`src/rtl/sound_cmd_mailbox_if.sv`:
```
// sound_cmd_mailbox_if: main/sound CPU strobes and data for the command/reply mailbox
interface sound_cmd_mailbox_if;
  logic       main_wr;
  logic [7:0] main_data_in;
  logic       main_rd;
  logic [7:0] main_data_out;
  logic [7:0] main_status;
  logic       sound_rd;
  logic [7:0] sound_data_out;
  logic       sound_wr;
  logic [7:0] sound_data_in;
  logic [7:0] sound_status;
  logic       sound_irq;
  modport master (
    output main_wr, main_data_in, main_rd, sound_rd, sound_wr, sound_data_in,
    input  main_data_out, main_status, sound_data_out, sound_status, sound_irq
  );
  modport slave (
    input  main_wr, main_data_in, main_rd, sound_rd, sound_wr, sound_data_in,
    output main_data_out, main_status, sound_data_out, sound_status, sound_irq
  );
endinterface

```
`src/rtl/sound_cmd_mailbox.sv`:
```
// sound_cmd_mailbox: main-to-sound command FIFO plus sound-to-main reply latch with handshake flags
module sound_cmd_mailbox #(
  parameter int CMD_DEPTH = 1,
  parameter int CNT_W     = 8
) (
  input  logic             clk_12,
  input  logic             reset_n,
  input  logic             sync_clr,
  sound_cmd_mailbox_if.slave bus,
  output logic [CNT_W-1:0] cmd_ovr_cnt,
  output logic [CNT_W-1:0] reply_ovr_cnt
);
  localparam int AW = CMD_DEPTH > 1 ? $clog2(CMD_DEPTH) : 1;
  localparam int CW = $clog2(CMD_DEPTH + 1);
  localparam logic [AW-1:0] LAST = AW'(CMD_DEPTH - 1);
  localparam logic [CW-1:0] FULL = CW'(CMD_DEPTH);
  logic [7:0]    mem [CMD_DEPTH];
  logic [AW-1:0] rd_ptr, wr_ptr;
  logic [CW-1:0] count;
  logic [7:0]    reply;
  logic          reply_full, cmd_ovr, reply_ovr;
  logic          cmd_full, cmd_avail, pop, push, cmd_drop, reply_drop;
  always_comb begin
    cmd_full   = count == FULL;
    cmd_avail  = count != '0;
    pop        = bus.sound_rd && cmd_avail;
    push       = bus.main_wr && (!cmd_full || pop);
    cmd_drop   = bus.main_wr && cmd_full && !pop;
    reply_drop = bus.sound_wr && reply_full && !bus.main_rd;
  end
  always_ff @(posedge clk_12 or negedge reset_n) begin
    if (!reset_n) begin
      for (int i = 0; i < CMD_DEPTH; i++) mem[i] <= '0;
      rd_ptr        <= '0;
      wr_ptr        <= '0;
      count         <= '0;
      reply         <= '0;
      reply_full    <= 1'b0;
      cmd_ovr       <= 1'b0;
      reply_ovr     <= 1'b0;
      cmd_ovr_cnt   <= '0;
      reply_ovr_cnt <= '0;
    end else if (sync_clr) begin
      for (int i = 0; i < CMD_DEPTH; i++) mem[i] <= '0;
      rd_ptr        <= '0;
      wr_ptr        <= '0;
      count         <= '0;
      reply         <= '0;
      reply_full    <= 1'b0;
      cmd_ovr       <= 1'b0;
      reply_ovr     <= 1'b0;
      cmd_ovr_cnt   <= '0;
      reply_ovr_cnt <= '0;
    end else begin
      if (pop) rd_ptr <= rd_ptr == LAST ? '0 : rd_ptr + 1'b1;
      if (push) begin
        mem[wr_ptr] <= bus.main_data_in;
        wr_ptr      <= wr_ptr == LAST ? '0 : wr_ptr + 1'b1;
      end
      count <= count + CW'(push) - CW'(pop);
      // a new overrun in the same cycle as the clearing read stays visible
      cmd_ovr   <= cmd_drop || (cmd_ovr && !bus.main_rd);
      reply_ovr <= reply_drop || (reply_ovr && !bus.main_rd);
      if (cmd_drop && !(&cmd_ovr_cnt)) cmd_ovr_cnt <= cmd_ovr_cnt + 1'b1;
      if (reply_drop && !(&reply_ovr_cnt)) reply_ovr_cnt <= reply_ovr_cnt + 1'b1;
      if (bus.sound_wr) reply <= bus.sound_data_in;
      reply_full <= bus.sound_wr || (reply_full && !bus.main_rd);
    end
  end
  assign bus.main_data_out  = reply;
  assign bus.main_status    = {reply_full, cmd_full, 4'b0, reply_ovr, cmd_ovr};
  assign bus.sound_data_out = mem[rd_ptr];
  assign bus.sound_status   = {cmd_avail, reply_full, 6'b0};
  assign bus.sound_irq      = cmd_avail;
endmodule

```
`src/flat_wrapper.sv`:
```
// flat-port wrapper written by rule: the top's interface ports become plain ports
module sound_cmd_mailbox_flat 
#(
  parameter int CMD_DEPTH = 1,
  parameter int CNT_W     = 8
)
  (clk_12, reset_n, sync_clr, cmd_ovr_cnt, reply_ovr_cnt, bus_main_wr, bus_main_data_in, bus_main_rd, bus_sound_rd, bus_sound_wr, bus_sound_data_in, bus_main_data_out, bus_main_status, bus_sound_data_out, bus_sound_status, bus_sound_irq);
  sound_cmd_mailbox_if bus_i ();
  input  logic clk_12;
  input  logic reset_n;
  input  logic sync_clr;
  output logic [CNT_W-1:0] cmd_ovr_cnt;
  output logic [CNT_W-1:0] reply_ovr_cnt;
  input wire logic [$bits(bus_i.main_wr)-1:0] bus_main_wr;
  input wire logic [$bits(bus_i.main_data_in)-1:0] bus_main_data_in;
  input wire logic [$bits(bus_i.main_rd)-1:0] bus_main_rd;
  input wire logic [$bits(bus_i.sound_rd)-1:0] bus_sound_rd;
  input wire logic [$bits(bus_i.sound_wr)-1:0] bus_sound_wr;
  input wire logic [$bits(bus_i.sound_data_in)-1:0] bus_sound_data_in;
  output wire logic [$bits(bus_i.main_data_out)-1:0] bus_main_data_out;
  output wire logic [$bits(bus_i.main_status)-1:0] bus_main_status;
  output wire logic [$bits(bus_i.sound_data_out)-1:0] bus_sound_data_out;
  output wire logic [$bits(bus_i.sound_status)-1:0] bus_sound_status;
  output wire logic [$bits(bus_i.sound_irq)-1:0] bus_sound_irq;
  assign bus_i.main_wr = bus_main_wr;
  assign bus_i.main_data_in = bus_main_data_in;
  assign bus_i.main_rd = bus_main_rd;
  assign bus_i.sound_rd = bus_sound_rd;
  assign bus_i.sound_wr = bus_sound_wr;
  assign bus_i.sound_data_in = bus_sound_data_in;
  assign bus_main_data_out = bus_i.main_data_out;
  assign bus_main_status = bus_i.main_status;
  assign bus_sound_data_out = bus_i.sound_data_out;
  assign bus_sound_status = bus_i.sound_status;
  assign bus_sound_irq = bus_i.sound_irq;
  sound_cmd_mailbox #(.CMD_DEPTH(CMD_DEPTH), .CNT_W(CNT_W)) u_core (.clk_12(clk_12), .reset_n(reset_n), .sync_clr(sync_clr), .bus(bus_i), .cmd_ovr_cnt(cmd_ovr_cnt), .reply_ovr_cnt(reply_ovr_cnt));
endmodule
```
`config.mk`:
```
export PLATFORM = sky130hd
export DESIGN_NAME = sound_cmd_mailbox_flat
export DESIGN_NICKNAME = d
export VERILOG_FILES = /design/src/rtl/sound_cmd_mailbox_if.sv /design/src/rtl/sound_cmd_mailbox.sv /design/src/flat_wrapper.sv
export SDC_FILE = /design/constraint.sdc
export NUM_CORES = 1
export LEC_CHECK = 0
export CAP_MARGIN = 10
export CELL_PAD_IN_SITES_DETAIL_PLACEMENT = 1
export CELL_PAD_IN_SITES_GLOBAL_PLACEMENT = 1
export CORE_MARGIN = 2
export CORE_UTILIZATION = 33
export CTS_CLUSTER_DIAMETER = 40
export DETAILED_ROUTE_END_ITERATION = 12
export PLACE_DENSITY_LB_ADDON = 0.05
export SLEW_MARGIN = 20
export SYNTH_ARGS = -nofsm -noshare
export SYNTH_HDL_FRONTEND = slang
export SYNTH_SLANG_ARGS = --single-unit
export TNS_END_PERCENT = 1
```
`constraint.sdc`:
```
create_clock -name clk_12 -period 2.05 [get_ports clk_12]
set_input_delay 0.41 -clock clk_12 [delete_from_list [all_inputs] [get_ports clk_12]]
set_output_delay 0.41 -clock clk_12 [all_outputs]
set_load 0.01 [all_outputs]
```
==> results by group <==
Synth
  – Syn Std Cell Area: about 1900 um^2
  – Dominant cell type by area after synthesis: dfrtp_1
  – Top cell type's share of synthesized area: 46.5%
  – Yosys cell types: 39
  – Synth warn: 0
  – Post-synthesis sequential area ratio: 46.5%
  – #FFs+latches synth: 36
  – Synth Instances: about 190
  – Avg Cell Area, Syn: 10.4 um^2
  – Top cells by area, synth: dfrtp_1, buf_4, mux2i_1

Setup path
  – Crit start category: flop
  – R2R setup slack: 0.47 ns
  – WP data arrival: roughly 1.4 ns
  – CP delay by family, top: buffers and inverters
  – CP cell instances: clkdlybuf4s50_1
  – Critical Path RT: 1.64 ns
  – Worst path slowest cell: clkdlybuf4s50_1
  – Crit path max fanout: 7
  – Worst path bufs/invs: 1
  – Crit path kind: reg -> out
  – Crit path largest cell delay: 0.59 ns
  – Nature of the critical path endpoint: primary output

STA
  – Slew headroom: 66.1%
  – Setup TNS: 0 ns
  – Final Max Tran Viols: 0
  – Maximum clock rate: 564 MHz
  – Final Hold Vio Count: 0
  – Final clock skew: 0.00909 ns
  – RSZ-0062 raised after global routing: no
  – Fin crit share: between 80 and 90%
  – Slew @ Worst Pin: 0.508 ns
  – Min cycle time layout: 1.77 ns
  – Finish-stage setup viols: 0

Floorplan
  – I/O pin cnt: 72
  – DIE HEIGHT: 80.6 um
  – Die X: just over 80 um
  – Starting Density: 34.8%
  – Core area: about 5600 um^2
  – Die ar.: 6500 um^2
  – Rows: 27

Detailed routing
  – Routed Antenna Nets: 0
  – First-pass iteration count of the detailed router: 4
  – DR vias: around 1.6k
  – DRT iter0 DRCs: 36
  – WL final: between 5 and 6 mm
  – Number of vias per cell: 5.04
  – Post-route DRC violation count: 0
  – Routed len/inst: 15.9 um

Pwr
  – Cell Pwr Density: 553 nW/um^2
  – Lkg Pwr: roughly 1.1 nW
  – Peak VDD IR: roughly 0.3 mV

CTS
  – Latest clock arrival within the worst-skew pair: approximately 0.29 ns
  – Clock tree buffer depth: 2
  – Clock root cell: clkbuf_8
  – CTS resizes: 0
  – Clock sink count: 36
  – H-tree depth: 2
  – CTS tree: built
  – Worst-path clk slew: ~0.080 ns
  – CTS Buf Count: 5
  – CTS Hold Bufs: 0
  – Post-CTS Repair Setup Buffers: 0

Global route
  – First-pass GRT wire length: roughly 8.2 mm
  – Initial antenna violation count: 0
  – Pin count of the biggest net entering global routing: 37
  – GRT Total Usage: 16.4%
  – Vias in the first global route: 1651
  – Gr ovfl total: 0

Final layout
  – Share of cells above drive strength 1: 9.88%
  – FILL cells: 630
  – Final core occ: 46.8%
  – Area grow syn2layout: 34.5%
  – Post-layout nets: 268
  – Antenna diode count: 0

Status
  – Run status: finished, final reports clean

Placement
  – RePlAce Congestion: roughly 0.85
  – DP HPWL: 3.68 mm
  – I/O Buffers: slightly above 60

Worst hold path
  – Worst Hold Class: in -> async

Job
  – Max-cap violations: 0
-- placed cells by master, fill, tap and decap left out, types with 4 or more instances in the layout --
cell type        count
nor3_1               4
buf_4                6
nor2b_1              5
o21ai_0              8
nand2b_1             5
a31oi_1              4
a21oi_1             17
conb_1              10
dfrtp_1             36
clkdlybuf4s50_1     60
mux2i_1             10
nand3_1             11
nor2_1              12
clkbuf_8             5
-- cells by family (layout without fill, tap and decap cells) --
group	Yosys count	after routing	share of synthesized area (%)
fa+ha+maj	2	2	1.29
compound gates	45	45	17.0
flops	36	36	46.5
buf+inv	30	77	10.0
mux	12	12	6.71
other cells	1	10	0.193
simple gates	61	61	18.3
-- cell type report --
type / count / area [um^2] / share of cell area, %
well taps: 72 / 90.1 / 3.45
multi-input cells: 130 / 877 / 33.6
inverters: 3 / 11.3 / 0.432
flip-flops and latches: 36 / 901 / 34.5
clock buffers: 6 / 72.6 / 2.78
repair buffers: 67 / 651 / 25.0
clock inverters: 1 / 5.00 / 0.192
-- sequential cells by signal, summed over array words and instances (netlist names) --
signal and cells:
u_core.bus.main_data_out 8, u_core.bus.sound_irq 1, u_core.cmd_ovr 1, u_core.cmd_ovr_cnt 8, u_core.mem 8, u_core.reply_full 1
u_core.reply_ovr 1, u_core.reply_ovr_cnt 8
-- power breakdown --
| part | switching, mW | leakage (nW) | internal (mW) |
|---|---|---|---|
| logic | 0.102 | 0.556 | 0.114 |
| registers | 0.0169 | 0.489 | 0.733 |
| clock network | 0.246 | 0.0410 | 0.231 |
| total | 0.365 | 1.09 | 1.08 |
-- final timing paths --
kind                                                   from                          end  cells past startpoint
worst max-delay path                  u_core.cmd_ovr_cnt[2]               cmd_ovr_cnt[2]                      1
max in group asynchronous                           reset_n                u_core.mem[3]                      2
worst max register to register      u_core.reply_ovr_cnt[0]      u_core.reply_ovr_cnt[0]                      4
min in group clk_12             u_core.bus.main_data_out[7]  u_core.bus.main_data_out[7]                      2
worst min-delay path                                reset_n      u_core.reply_ovr_cnt[4]                      2
worst min register to register  u_core.bus.main_data_out[7]  u_core.bus.main_data_out[7]                      2
-- Yosys cell counts --
master and n:
dfrtp_1 36, buf_4 18, a21oi_1 17, nor2_1 12
nand3_1 11, mux2i_1 10, o21ai_0 8, buf_2 5
nand2b_1 5, nor2b_1 5, a31oi_1 4, nor3_1 4
a311oi_1 3, a311oi_2 3, a41oi_1 3, and2_1 3
and3_1 3, and4_1 3, clkbuf_1 3, inv_1 3
nand2_1 3, nor4_1 3, a211oi_1 2, and4b_1 2
ha_1 2, mux2_4 2, nand3b_1 2, a211oi_2 1
a21boi_0 1, a21oi_2 1, a31oi_4 1, a41oi_2 1
and3_2 1, and3_4 1, and3b_1 1, buf_6 1
conb_1 1, nor4b_1 1, or2b_1 1
-- per-layer routing --
metal	wire, um	vias up	GRT usage, %	part of all wire (%)
met5	0	-	0	0
met4	61	0	4.92	1.2
met3	236	7	3.60	4.7
met2	2490	48	27.2	50
met1	2230	767	21.2	44
li1	-	767	-	-
-- stage by stage --
stage	instance area, um^2	cells	setup slack, ns	hold WS (ns)	power (mW)
after floorplan	1970	196	0.551	0.114	0.870
after global placement	2530	308	0.229	0.481	0.977
after detailed placement	2530	308	0.240	0.490	0.983
after CTS	2610	315	0.264	0.170	1.47
after global routing	2610	315	0.209	0.192	1.53
final	2610	315	0.275	0.160	1.44
Power figures use the tool's default switching activity.
